===== config.mk =====
export PLATFORM = sky130hd
export DESIGN_NAME = barry_sprite_render
export DESIGN_NICKNAME = d
export VERILOG_FILES = /design/src/rtl/barry_pkg.sv /design/src/rtl/barry_collide.sv /design/src/rtl/barry_sprite_render.sv
export SDC_FILE = /design/constraint.sdc
export NUM_CORES = 1
export LEC_CHECK = 0
export ABC_AREA = 1
export CAP_MARGIN = 10
export CORE_AREA = 5 5 74 83
export DETAILED_ROUTE_END_ITERATION = 8
export DIE_AREA = 0 0 79 88
export SYNTH_ARGS = -nofsm -noshare
export SYNTH_HDL_FRONTEND = slang
export SYNTH_SLANG_ARGS = --single-unit

===== constraint.sdc =====
create_clock -name clk -period 2.6 [get_ports clk]
set_clock_uncertainty 0.2 [all_clocks]
set_input_delay 0.39 -clock clk [delete_from_list [all_inputs] [get_ports clk]]
set_output_delay 0.39 -clock clk [all_outputs]
set_load 0.05 [all_outputs]

===== src/rtl/barry_pkg.sv =====
// Shared constants and types for Barry's sprite renderer and its helpers.
package barry_pkg;

  localparam int SCREEN_W      = 640;
  localparam int SCREEN_H      = 480;
  localparam int BARRY_Y_RESET = 469;
  localparam int BARRY_Y_MIN   = 4;
  localparam int BARRY_Y_MAX   = 470;

  typedef enum logic {
    WAIT_FRAME = 1'b0,
    DRAW       = 1'b1
  } render_state_e;

endpackage


===== src/rtl/barry_collide.sv =====
// Collision bookkeeping: a per-frame collision flag, a one-cycle frame_hit
// pulse at each frame boundary, and a sticky hit flag with a clear input.
module barry_collide
  import barry_pkg::*;
(
  input  logic clk,
  input  logic reset,
  input  logic frame_start,
  input  logic active,
  input  logic in_b,
  input  logic obstacle_px,
  input  logic hit_clear,
  output logic frame_hit,
  output logic hit
);

  logic coll_flag_q, coll_flag_d;
  logic frame_hit_q, frame_hit_d;
  logic hit_q, hit_d;

  // Next-state: collect collisions within a frame, report and reset them at the boundary.
  always_comb begin
    coll_flag_d = coll_flag_q;
    frame_hit_d = 1'b0;
    hit_d       = hit_q;
    if (frame_start) begin
      // coll_flag can only be set while drawing, so the first boundary never pulses.
      frame_hit_d = coll_flag_q;
      coll_flag_d = 1'b0;
    end else if (active && in_b && obstacle_px) begin
      coll_flag_d = 1'b1;
    end
    // A boundary that reports a collision overrides a simultaneous clear.
    if (frame_start && coll_flag_q) begin
      hit_d = 1'b1;
    end else if (hit_clear) begin
      hit_d = 1'b0;
    end
  end

  // State registers with asynchronous reset.
  always_ff @(posedge clk or posedge reset) begin
    if (reset) begin
      coll_flag_q <= 1'b0;
      frame_hit_q <= 1'b0;
      hit_q       <= 1'b0;
    end else begin
      coll_flag_q <= coll_flag_d;
      frame_hit_q <= frame_hit_d;
      hit_q       <= hit_d;
    end
  end

  assign frame_hit = frame_hit_q;
  assign hit       = hit_q;

endmodule


===== src/rtl/barry_sprite_render.sv =====
// Barry sprite renderer: latches position/thrust once per frame, produces
// registered sprite and flame coverage for the scan position, and forwards
// sprite coverage to the collision tracker.
module barry_sprite_render
  import barry_pkg::*;
#(
  parameter int X0      = 64,
  parameter int W       = 16,
  parameter int H       = 10,
  parameter int FLAME_W = 6,
  parameter int FLICKER = 4
) (
  input  logic       clk,
  input  logic       reset,
  input  logic [8:0] y0,
  input  logic       thrust,
  input  logic [9:0] x,
  input  logic [8:0] y,
  input  logic       frame_start,
  input  logic       obstacle_px,
  input  logic       hit_clear,
  output logic       barry_px,
  output logic       flame_px,
  output logic       frame_hit,
  output logic       hit
);

  localparam int FCW = (FLICKER > 1) ? $clog2(FLICKER) : 1;

  // Column bounds in 11 bits so no sum or difference wraps.
  localparam logic [10:0] B_X_LO = 11'(X0);
  localparam logic [10:0] B_X_HI = 11'(X0 + W - 1);
  localparam logic [10:0] F_X_LO = 11'((X0 >= FLAME_W) ? (X0 - FLAME_W) : 0);
  localparam logic [10:0] F_X_HI = 11'((X0 > 0) ? (X0 - 1) : 0);
  // No flame column exists when the sprite sits at column 0; no flame row when H < 5.
  localparam bit          F_EN   = (X0 > 0) && (FLAME_W > 0) && (H >= 5);
  localparam logic [9:0]  B_ROWS = 10'(H - 1);
  localparam logic [9:0]  F_ROWS = 10'((H >= 5) ? (H - 3) : 2);
  localparam logic [FCW-1:0] FLICK_ON = FCW'(FLICKER / 2);

  render_state_e  state_q;
  logic [8:0]     y_lat_q;
  logic           thr_lat_q;
  logic [FCW-1:0] flick_cnt_q;
  logic           barry_px_q;
  logic           flame_px_q;

  logic           active;
  logic           in_b;
  logic           in_f;
  logic [10:0]    x_ext;
  logic [9:0]     row;
  logic [9:0]     row_top;

  assign active = (state_q == DRAW) && !frame_start;

  // Coverage test for the current scan position; rows are compared in 10 bits.
  always_comb begin
    x_ext   = {1'b0, x};
    row     = {1'b0, y};
    row_top = {1'b0, y_lat_q};
    in_b    = (x_ext >= B_X_LO) && (x_ext <= B_X_HI) &&
              (row >= row_top) && (row <= row_top + B_ROWS);
    in_f    = F_EN && thr_lat_q && (flick_cnt_q < FLICK_ON) &&
              (x_ext >= F_X_LO) && (x_ext <= F_X_HI) &&
              (row >= row_top + 10'd2) && (row <= row_top + F_ROWS);
  end

  // Render FSM: frame latches, flicker counter and registered pixel outputs.
  always_ff @(posedge clk or posedge reset) begin
    if (reset) begin
      state_q     <= WAIT_FRAME;
      y_lat_q     <= 9'(BARRY_Y_RESET);
      thr_lat_q   <= 1'b0;
      flick_cnt_q <= '0;
      barry_px_q  <= 1'b0;
      flame_px_q  <= 1'b0;
    end else begin
      barry_px_q <= active && in_b;
      flame_px_q <= active && in_f;
      if (frame_start) begin
        state_q     <= DRAW;
        y_lat_q     <= y0;
        thr_lat_q   <= thrust;
        flick_cnt_q <= flick_cnt_q + FCW'(1);
      end
    end
  end

  assign barry_px = barry_px_q;
  assign flame_px = flame_px_q;

  barry_collide u_collide (
    .clk        (clk),
    .reset      (reset),
    .frame_start(frame_start),
    .active     (active),
    .in_b       (in_b),
    .obstacle_px(obstacle_px),
    .hit_clear  (hit_clear),
    .frame_hit  (frame_hit),
    .hit        (hit)
  );

endmodule


== Word-level counts from Yosys, hierarchy flattened ==
Index checks and enable logic that the tools add are counted.
Cells by class
  muxes and demuxes: 5
  reductions and logical operators: 16
  magnitude comparators: 9
  add/sub/neg operators: 4
Operators with widths (count)
  less-or-equal comparator 9 x 10 -> 1 bit: 2
  logical AND 1 bit: 13
  adder 9 x 2 -> 10 bit (second input constant): 1
  adder 9 x 3 -> 10 bit (second input constant): 1
  adder 9 x 4 -> 10 bit (second input constant): 1
  >= comparator 10 x 6 -> 1 bit (second input constant): 1
  >= comparator 10 x 7 -> 1 bit (second input constant): 1
  >= comparator 9 x 10 -> 1 bit: 1
  less-or-equal comparator 10 x 6 -> 1 bit (second input constant): 1
  less-or-equal comparator 10 x 7 -> 1 bit (second input constant): 1
  >= comparator 9 bit: 1
  2-to-1 mux 1 bit: 5
  nonzero test 2 bit: 2
  adder 2 x 1 -> 2 bit (second input constant): 1
  < comparator 2 bit (second input constant): 1
  zero test 1 bit: 1
Word-level totals
  output and inout port bits: 4
  logic and storage cells: 43
  register bits after elaboration: 18

== Depth between registers and ports, before layout ==
Gate-level depths: netlist of the first run.
  depth after elaboration: 8
  mapped depth: 15

== Modules after synthesis ==
Synthesis of the first run repeated with hierarchy kept, for this count alone.
Second synthesis, totals
  cells, all modules: 261
  area total of the unflattened synthesis: 1960.6 um^2
Modules (own cells, without submodules)
  barry_sprite_render: seq. area each 382.9 um^2, area each 1848.0 um^2, cells each 250, times used 1
  barry_collide: seq. area each 75.1 um^2, area each 112.6 um^2, cells each 11, times used 1

== Least setup slack after synthesis of the first run ==
No wires, ideal clock.
  path type: register -> register
  start: register y_lat_q[2]
  end: register u_collide.coll_flag_q
  setup slack: 197 ps
  stages on the path, launching flop included: 15
  path buffers: 0
  data arrival time: 2086 ps
  required time: 2283 ps
  library setup time: 117 ps
  cell sequence: dfstp_2 ha_1 nand2_1 nand2_2 nand2_1 nor3_1 xor2_1 ha_1 and3_2 nand3_1 nor2_1 nand2_1 nand2_1 nand3_1 nand2_1
Between the ends
  word-level cells in the longest chain between the ends: 6
RTL lines
  start: declaration: line barry_sprite_render.sv:42  | logic [8:0] y_lat_q;
  start signal: assignment: line barry_sprite_render.sv:73  | y_lat_q <= 9'(BARRY_Y_RESET);
  start signal: assignment: line barry_sprite_render.sv:83  | y_lat_q <= y0;
  adder 9 x 4 -> 10 bit / >= comparator 9 bit (equally long branches): line barry_sprite_render.sv:63  | (row >= row_top) && (row <= row_top + B_ROWS);
  less-or-equal comparator 9 x 10 -> 1 bit / logical AND 1 bit (equally long branches): line barry_sprite_render.sv:63, barry_sprite_render.sv:62
  logical AND 1 bit *: line barry_sprite_render.sv:63
  logical AND 1 bit * (2 in series): line barry_collide.sv:30  | end else if (active && in_b && obstacle_px) begin
  nonzero test 2 bit (no source line) *
  end signal: assignment: line barry_collide.sv:48  | coll_flag_q <= coll_flag_d;
  end: declaration: line barry_collide.sv:17  | logic coll_flag_q, coll_flag_d;
Every way passes the cells marked *; elsewhere a longest branch is shown, timed or not.
A chain may end at the register's enable or synchronous reset.

== Worst setup path after layout of the first run ==
  start: register y_lat_q[0]
  end: register barry_px_q (netlist: barry_px)
Between the ends
  word-level cells in the longest chain between the ends: 4
RTL lines
  adder 9 x 4 -> 10 bit / >= comparator 9 bit (equally long branches): line barry_sprite_render.sv:63
  less-or-equal comparator 9 x 10 -> 1 bit / logical AND 1 bit (equally long branches): line barry_sprite_render.sv:63, barry_sprite_render.sv:62
  logical AND 1 bit *: line barry_sprite_render.sv:63
  logical AND 1 bit *: line barry_sprite_render.sv:79  | barry_px_q <= active && in_b;
  end signal: assignment: line barry_sprite_render.sv:79
  end: declaration: line barry_sprite_render.sv:45  | logic barry_px_q;
Marked as above.

==> results of run 1 <==
[cells in the final DEF (no fill, tap or decap)]
cell / n
o31ai_1: 1
nor3_1: 4
nor2_1: 14
nand3_4: 1
nand3b_1: 1
o21bai_1: 2
and3_2: 1
nand3_1: 10
nand2_1: 82
dfstp_2: 6
nor2_2: 4
buf_4: 17
a21oi_2: 3
nand3_2: 3
nand2_2: 4
ha_1: 37
a21oi_1: 8
dfrtp_1: 12
xor2_1: 16
clkdlybuf4s50_1: 36
xnor2_1: 4
clkinv_1: 1
o21a_1: 2
nor3_2: 3
inv_1: 37
nor4_1: 1
clkbuf_8: 3
o21ai_2: 1
nand4_1: 2
o21ai_0: 12
inv_2: 4
ha_2: 2
[power by group through the flow]
| stage | registers, uW | clock network (uW) | logic, uW |
|---|---|---|---|
| detailed placement | 351 | 0 | 461 |
| CTS | 346 | 204 | 465 |
| global route | 352 | 221 | 556 |
| finish | 348 | 195 | 476 |
| global placement | 351 | 0 | 452 |
| floorplan | 346 | 0 | 297 |
[cell type report]
| cell class | count | area share, % |
|---|---|---|
| Multi-Input combinational cell | 218 | 54.0 |
| Timing Repair Buffer | 53 | 18.4 |
| Clock buffer | 3 | 1.56 |
| Tap cell | 60 | 2.83 |
| Inverter | 42 | 5.94 |
| Sequential cell | 18 | 17.3 |
[layer usage]
layer / global-route usage, % / wire [um] / vias to the layer above
met5: 0 / 0 / -
met4: 3.28 / 39 / 0
met3: 1.95 / 153 / 6
met2: 27.7 / 2420 / 26
met1: 18.5 / 2210 / 838
li1: - / - / 1006
[critical path: stages (launching register included)]
cell,delay [ns]
dfstp_2,0.53
buf_4,0.12
ha_1,0.18
nand2_1,0.06
nand2_1,0.14
nand2_1,0.09
xor2_1,0.15
ha_1,0.28
and3_2,0.20
nand3_1,0.08
nor2_1,0.09
nand2_1,0.05
nand2_1,0.09
nand2_1,0.07
nor2_2,0.08
[through the flow]
step                utilization [%]  area [um2]  total power [uW]  instances  setup WS (ns)
floorplan                         -        2000               643        281          0.197
global placement               48.8        2540               803        390         0.0987
detailed placement             48.8        2540               812        390         0.0490
CTS                            49.5        2590              1010        393         0.0426
global route                   50.8        2650              1130        394        0.00292
finish                         50.8        2650              1020        394          0.127
[state kept, by name, indices dropped and copies added (netlist names)]
signal and cells:
u_collide.coll_flag_q 1, flick_cnt_q 2, flame_px 1, u_collide.frame_hit 1
thr_lat_q 1, y_lat_q 9, barry_px 1, u_collide.hit 1
state_q 1
[how the worst max path moves through the flow]
| stage | end |
|---|---|
| finish | barry_px$_DFF_PP0_ |
| global route | barry_px$_DFF_PP0_ |
| CTS | flame_px$_DFF_PP0_ |
| detailed placement | flame_px$_DFF_PP0_ |
| global placement | flame_px$_DFF_PP0_ |
| floorplan | u_collide.coll_flag_q$_DFFE_PP0P_ |
[kinds of logic (layout without fill, tap and decap cells)]
logic type      Yosys count  in the layout
flops                    18             18
simple gates            130            130
fa+ha+maj                39             39
buf+inv                  45             98
compound gates           29             29
xor+xnor                 20             20
[what timing repair did]
item,4_1_cts,5_1_grt
setup buffers,0,1
hold buffers,0,0
gates resized for setup,0,17
setup endpoints to repair,0,3
==> run metrics, run 1 <==
sw power=374 uW; run status=completed; Detailed Routing Iterations Pass 1=4; Post-route DRC=0; I/O pins=38; r2r worst-path depth=14; Sink Count=18; xor/xnor share of the synthesized area=8.75%; number of synthesized flops with an enable pin=0; Yosys top cell by area=ha_1; largest net degree at the start of global routing=23; H-tree level count=1; Worst Setup SP=y_lat_q[0]$_DFFE_PP1P_; post-synthesis async set-or-reset flop share=100%; post-synthesis sequential area ratio=22.9%; Worst setup EP type=flop; Slew headroom=54.0%; switching share of total power=36.7%; worst hold path type=reg -> reg; proportion of synthesized area in mux cells=0%; Vias=1876; top cell type's share of synthesized area=24.4%; top post-synthesis cells by area=ha_1, nand2_1, dfrtp_1, dfstp_2, inv_1; area grow syn2layout=32.5%; Clk pwr share=19.1%; RSZ-0062 raised after global routing=false; Total Routing Usage GR=15.0%; Post-Synth Simple-Gate Area=27.4%; routed vias/inst=4.76; GP Congestion=0.907; Int Pwr=645 uW; vias in the first global route=1928; register area=458 um2; Worst Path Required=2.58 ns; core area=0.00522 mm2; hold endpoint=flick_cnt_q[0]$_DFFE_PP0P_; period utilisation layout=95.1%; Setup-failing EPs final=0; crit start category=flop; Netlist cell types=28; # port buffers=36; antenna viol nets, final=0; post-DP HPWL=4110 um; count leader, synth=nand2_1; Gate Count Post-Synth=281; maxcap violations=0; WL final=4830 um; crit-path max FO=4; initial core utilization=38.4%; Die Wd=79 um; synthesized area per cell=7.12 um2; arrival time worst endpoint=2.46 ns; initial antenna violation count=0; Site Rows=28; DR WL/cell=12.3 um; CTS tree=built; share of cells above drive strength 1=15.6%; Worst-Skew Late Latency=0.25 ns; Die ar.=0.00695 mm2; Layout fillers=528; Clock transition at path regs=0.07 ns; Nets=409; worst-margin pin slew=0.689 ns; Crit Path Category=reg -> reg; Ant. Diodes=0; Clock Tree Buf Depth=2; first-pass GRT wire length=8380 um; Post-Synthesis Cell Area=0.00200 mm2; total grt overflow=0; hold path startpoint=flick_cnt_q[0]$_DFFE_PP0P_; Achievable Freq=404 MHz; pwr dens=384 mW/mm2; setup TNS=0 ns; worst r2r dst=barry_px$_DFF_PP0_; DRT iter0 DRCs=48; Max rail drop VDD=0.000322 V; Comb power frac=46.7%; LEAKAGE=0.00133 uW; CTS root buffer=clkbuf_8; Post-Synth Adder-Cell Area=24.4%; final hold violation count=0; yosys warns=0; total CTS buffers=3; Top FF cell, synth=dfrtp_1; Syn Nets=354; die height=88 um; worst hold slack=0.262 ns; Multi-input gate area=0.00143 mm2; Flop pwr share=34.2%; worst r2r src=y_lat_q[0]$_DFFE_PP1P_; worst hold path cell count=1; Slew Viols, Final=0; Compound-Gate Fraction of Synth Area=8.06%; reg2reg setup slack=0.13 ns; min Tclk post-route=2.47 ns; top post-synthesis cells by count=nand2_1, ha_1, inv_1; largest family of logic cells by synthesized area=simple AND/OR/NAND/NOR gates; Yosys reg bits=18
Note: power is estimated with default switching activity, not from simulation.
==> run 2, diff against run 1 <==
Settings changed: CORE_AREA 5 5 74 83 to 5 5 67 75, DIE_AREA 0 0 79 88 to 0 0 72 80, PLACE_DENSITY from default to 0.75.
==> run metrics, run 2 (synthesis results as in run 1) <==
Clk pwr share=21.5% (+2.4 points); total grt overflow=0 (unchanged); WL final=4910 um (+1.6%); core area=0.00419 mm2 (-20%); fin area=0.00268 mm2 (+1.0%); pwr dens=399 mW/mm2 (+3.9%); Ant. Diodes=0 (unchanged); r2r worst-path depth=14 (unchanged); GP Congestion=0.896 (-1.2%); setup TNS=0 ns (unchanged); maxcap violations=0 (unchanged); final hold violation count=0 (unchanged); Crit Path Category=reg -> reg; reg2reg setup slack=0.13 ns (about the same); LEAKAGE=0.00134 uW (+0.78%); largest net degree at the start of global routing=23 (unchanged); first-pass GRT wire length=8290 um (-1.1%); RSZ-0062 raised after global routing=true; total CTS buffers=3 (unchanged); antenna viol nets, final=0 (unchanged); DP Cell Count=382 (-2.1%); Power, Total=1070 uW (+5.0%); # port buffers=36 (unchanged); worst r2r dst=flame_px$_DFF_PP0_; hold buffer count at CTS=0 (unchanged); I/O pins=38 (unchanged); initial core utilization=47.8% (+9.4 points); H-tree level count=1 (unchanged); Max rail drop VDD=0.000350 V (+8.6%); switching share of total power=36.1% (-0.56 points); Site Rows=25 (-11%); Slew Viols, Final=0 (unchanged); sw power=386 uW (+3.4%); Biggest register=y_lat_q; DR WL/cell=12.6 um (+3.2%); Total Routing Usage GR=18.0% (+3.0 points); Clock Tree Buf Depth=2 (unchanged); arrival time worst endpoint=2.42 ns (-0.04 ns); vias in the first global route=1951 (+1.2%); Sink Count=18 (unchanged); worst-margin pin slew=0.683 ns (-0.00554 ns); Die Wd=72 um (-8.9%); Slew headroom=54.4% (+0.37 points); Die ar.=0.00576 mm2 (-17%); Nets=408 (-0.24%); most common cell after layout, fill and taps aside=nand2_1; worst r2r src=y_lat_q[2]$_DFFE_PP1P_; worst hold path type=reg -> reg; dpl cell area=0.00252 mm2 (-0.88%); Clock transition at path regs=0.07 ns (about the same); Worst setup EP type=flop; Worst Path Required=2.55 ns (-0.03 ns); most frequent cells in the layout=nand2_1, ha_1, inv_1, clkdlybuf4s50_1, xor2_1; min Tclk post-route=2.47 ns (-0.00639 ns); Post-route DRC=0 (unchanged); crit-path max FO=4 (unchanged); Vias=1956 (+4.3%); CTS root buffer=clkbuf_8; Detailed Routing Iterations Pass 1=4 (unchanged); Setup-failing EPs final=0 (unchanged); DRT iter0 DRCs=116 (+140%); routed vias/inst=5.04 (+5.9%); run status=completed; share of cells above drive strength 1=17.4% (+1.8 points); Flop pwr share=32.5% (-1.7 points); Comb power frac=46.0% (-0.7 points); max reg flops=9 (unchanged); CTS tree=built; crit start category=flop; Int Pwr=684 uW (+5.9%); hold endpoint=flick_cnt_q[0]$_DFFE_PP0P_; area grow syn2layout=33.9%; die height=80 um (-9.1%); post-DP HPWL=3970 um (-3.4%); hold path startpoint=flick_cnt_q[0]$_DFFE_PP0P_; period utilisation layout=94.9% (-0.25 points); Worst-Skew Late Latency=0.26 ns (about the same); largest registers=y_lat_q x9, flick_cnt_q x2; worst hold path cell count=1 (unchanged); Post-Layout Cell Count=388 (-1.5%); Achievable Freq=405 MHz (+0.26%); initial antenna violation count=0 (unchanged)
run 2: cell count changes in the layout (fill, tap and decap cells not counted), moves of 2 or more:
cell	delta
nand3_1	-2
buf_4	-2
nand2_2	+3
nand3_2	+2
nand2_1	-3
run 2: power groups by stage:
stage	Sequential [uW]	Clock, uW	Combinational, uW
floorplan	346	0	297
global route	352	250	565
finish	348	230	492
CTS	347	237	458
detailed placement	351	0	456
global placement	351	0	442
run 2: area by class of cell:
cell class / count / area (um2)
multi-input combinational: 218 / 1460
fill: 381 / 1510
clock buffer: 4 / 55.1
tap: 54 / 67.6
sequential: 18 / 458
timing repair buffer: 52 / 484
inverter: 42 / 158
run 2: per-layer routing:
layer,vias to the layer above,part of all wire (%),global-route usage [%]
met4,0,1.8,5.83
li1,1005,-,-
met3,9,4.8,2.39
met5,-,0,0
met1,891,43,21.6
met2,51,51,32.7
run 2: critical path, stage by stage, from the launching register on:
cell	delay, ns
dfstp_2	0.55
inv_2	0.05
ha_1	0.17
nand2_1	0.07
nand2_2	0.09
nand3_4	0.09
nor2_2	0.04
xor2_1	0.16
ha_1	0.33
nand2_2	0.07
o21a_1	0.19
nand2_1	0.09
a21oi_2	0.05
nor2_1	0.13
nor2_1	0.06
run 2: worst max path at each step:
stage / startpoint / to / slack, ns / cells after the start
2_1_floorplan: y_lat_q[2]$_DFFE_PP1P_ / u_collide.coll_flag_q$_DFFE_PP0P_ / 0.20 / 14
3_3_place_gp: y_lat_q[2]$_DFFE_PP1P_ / flame_px$_DFF_PP0_ / 0.11 / 13
3_5_place_dp: y_lat_q[1]$_DFFE_PP0P_ / flame_px$_DFF_PP0_ / 0.02 / 14
4_1_cts: y_lat_q[1]$_DFFE_PP0P_ / flame_px$_DFF_PP0_ / 0.01 / 14
5_1_grt: y_lat_q[1]$_DFFE_PP0P_ / barry_px$_DFF_PP0_ / -0.04 / 15
6_report: y_lat_q[2]$_DFFE_PP1P_ / flame_px$_DFF_PP0_ / 0.13 / 14
run 2: stage by stage:
stage / utilization (%) / worst slack (ns) / hold slack [ns]
6_report: 63.9 / 0.134 / 0.272
3_5_place_dp: 60.2 / 0.0161 / 0.262
2_1_floorplan: - / 0.197 / 0.124
5_1_grt: 63.9 / -0.0369 / 0.294
4_1_cts: 61.5 / 0.0101 / 0.273
3_3_place_gp: 60.2 / 0.113 / 0.253
run 2: timing repair:
action / CTS / global route
setup endpoints to repair: 0 / 3
gates resized for setup: 0 / 25
buffers inserted: 0 / 2
==> run 3, diff against run 2 <==
Settings changed: SKIP_CTS_REPAIR_TIMING from default to 1.
==> results of run 3 <==
Same layout as run 2: the final DEF is identical, and so are final timing and power.
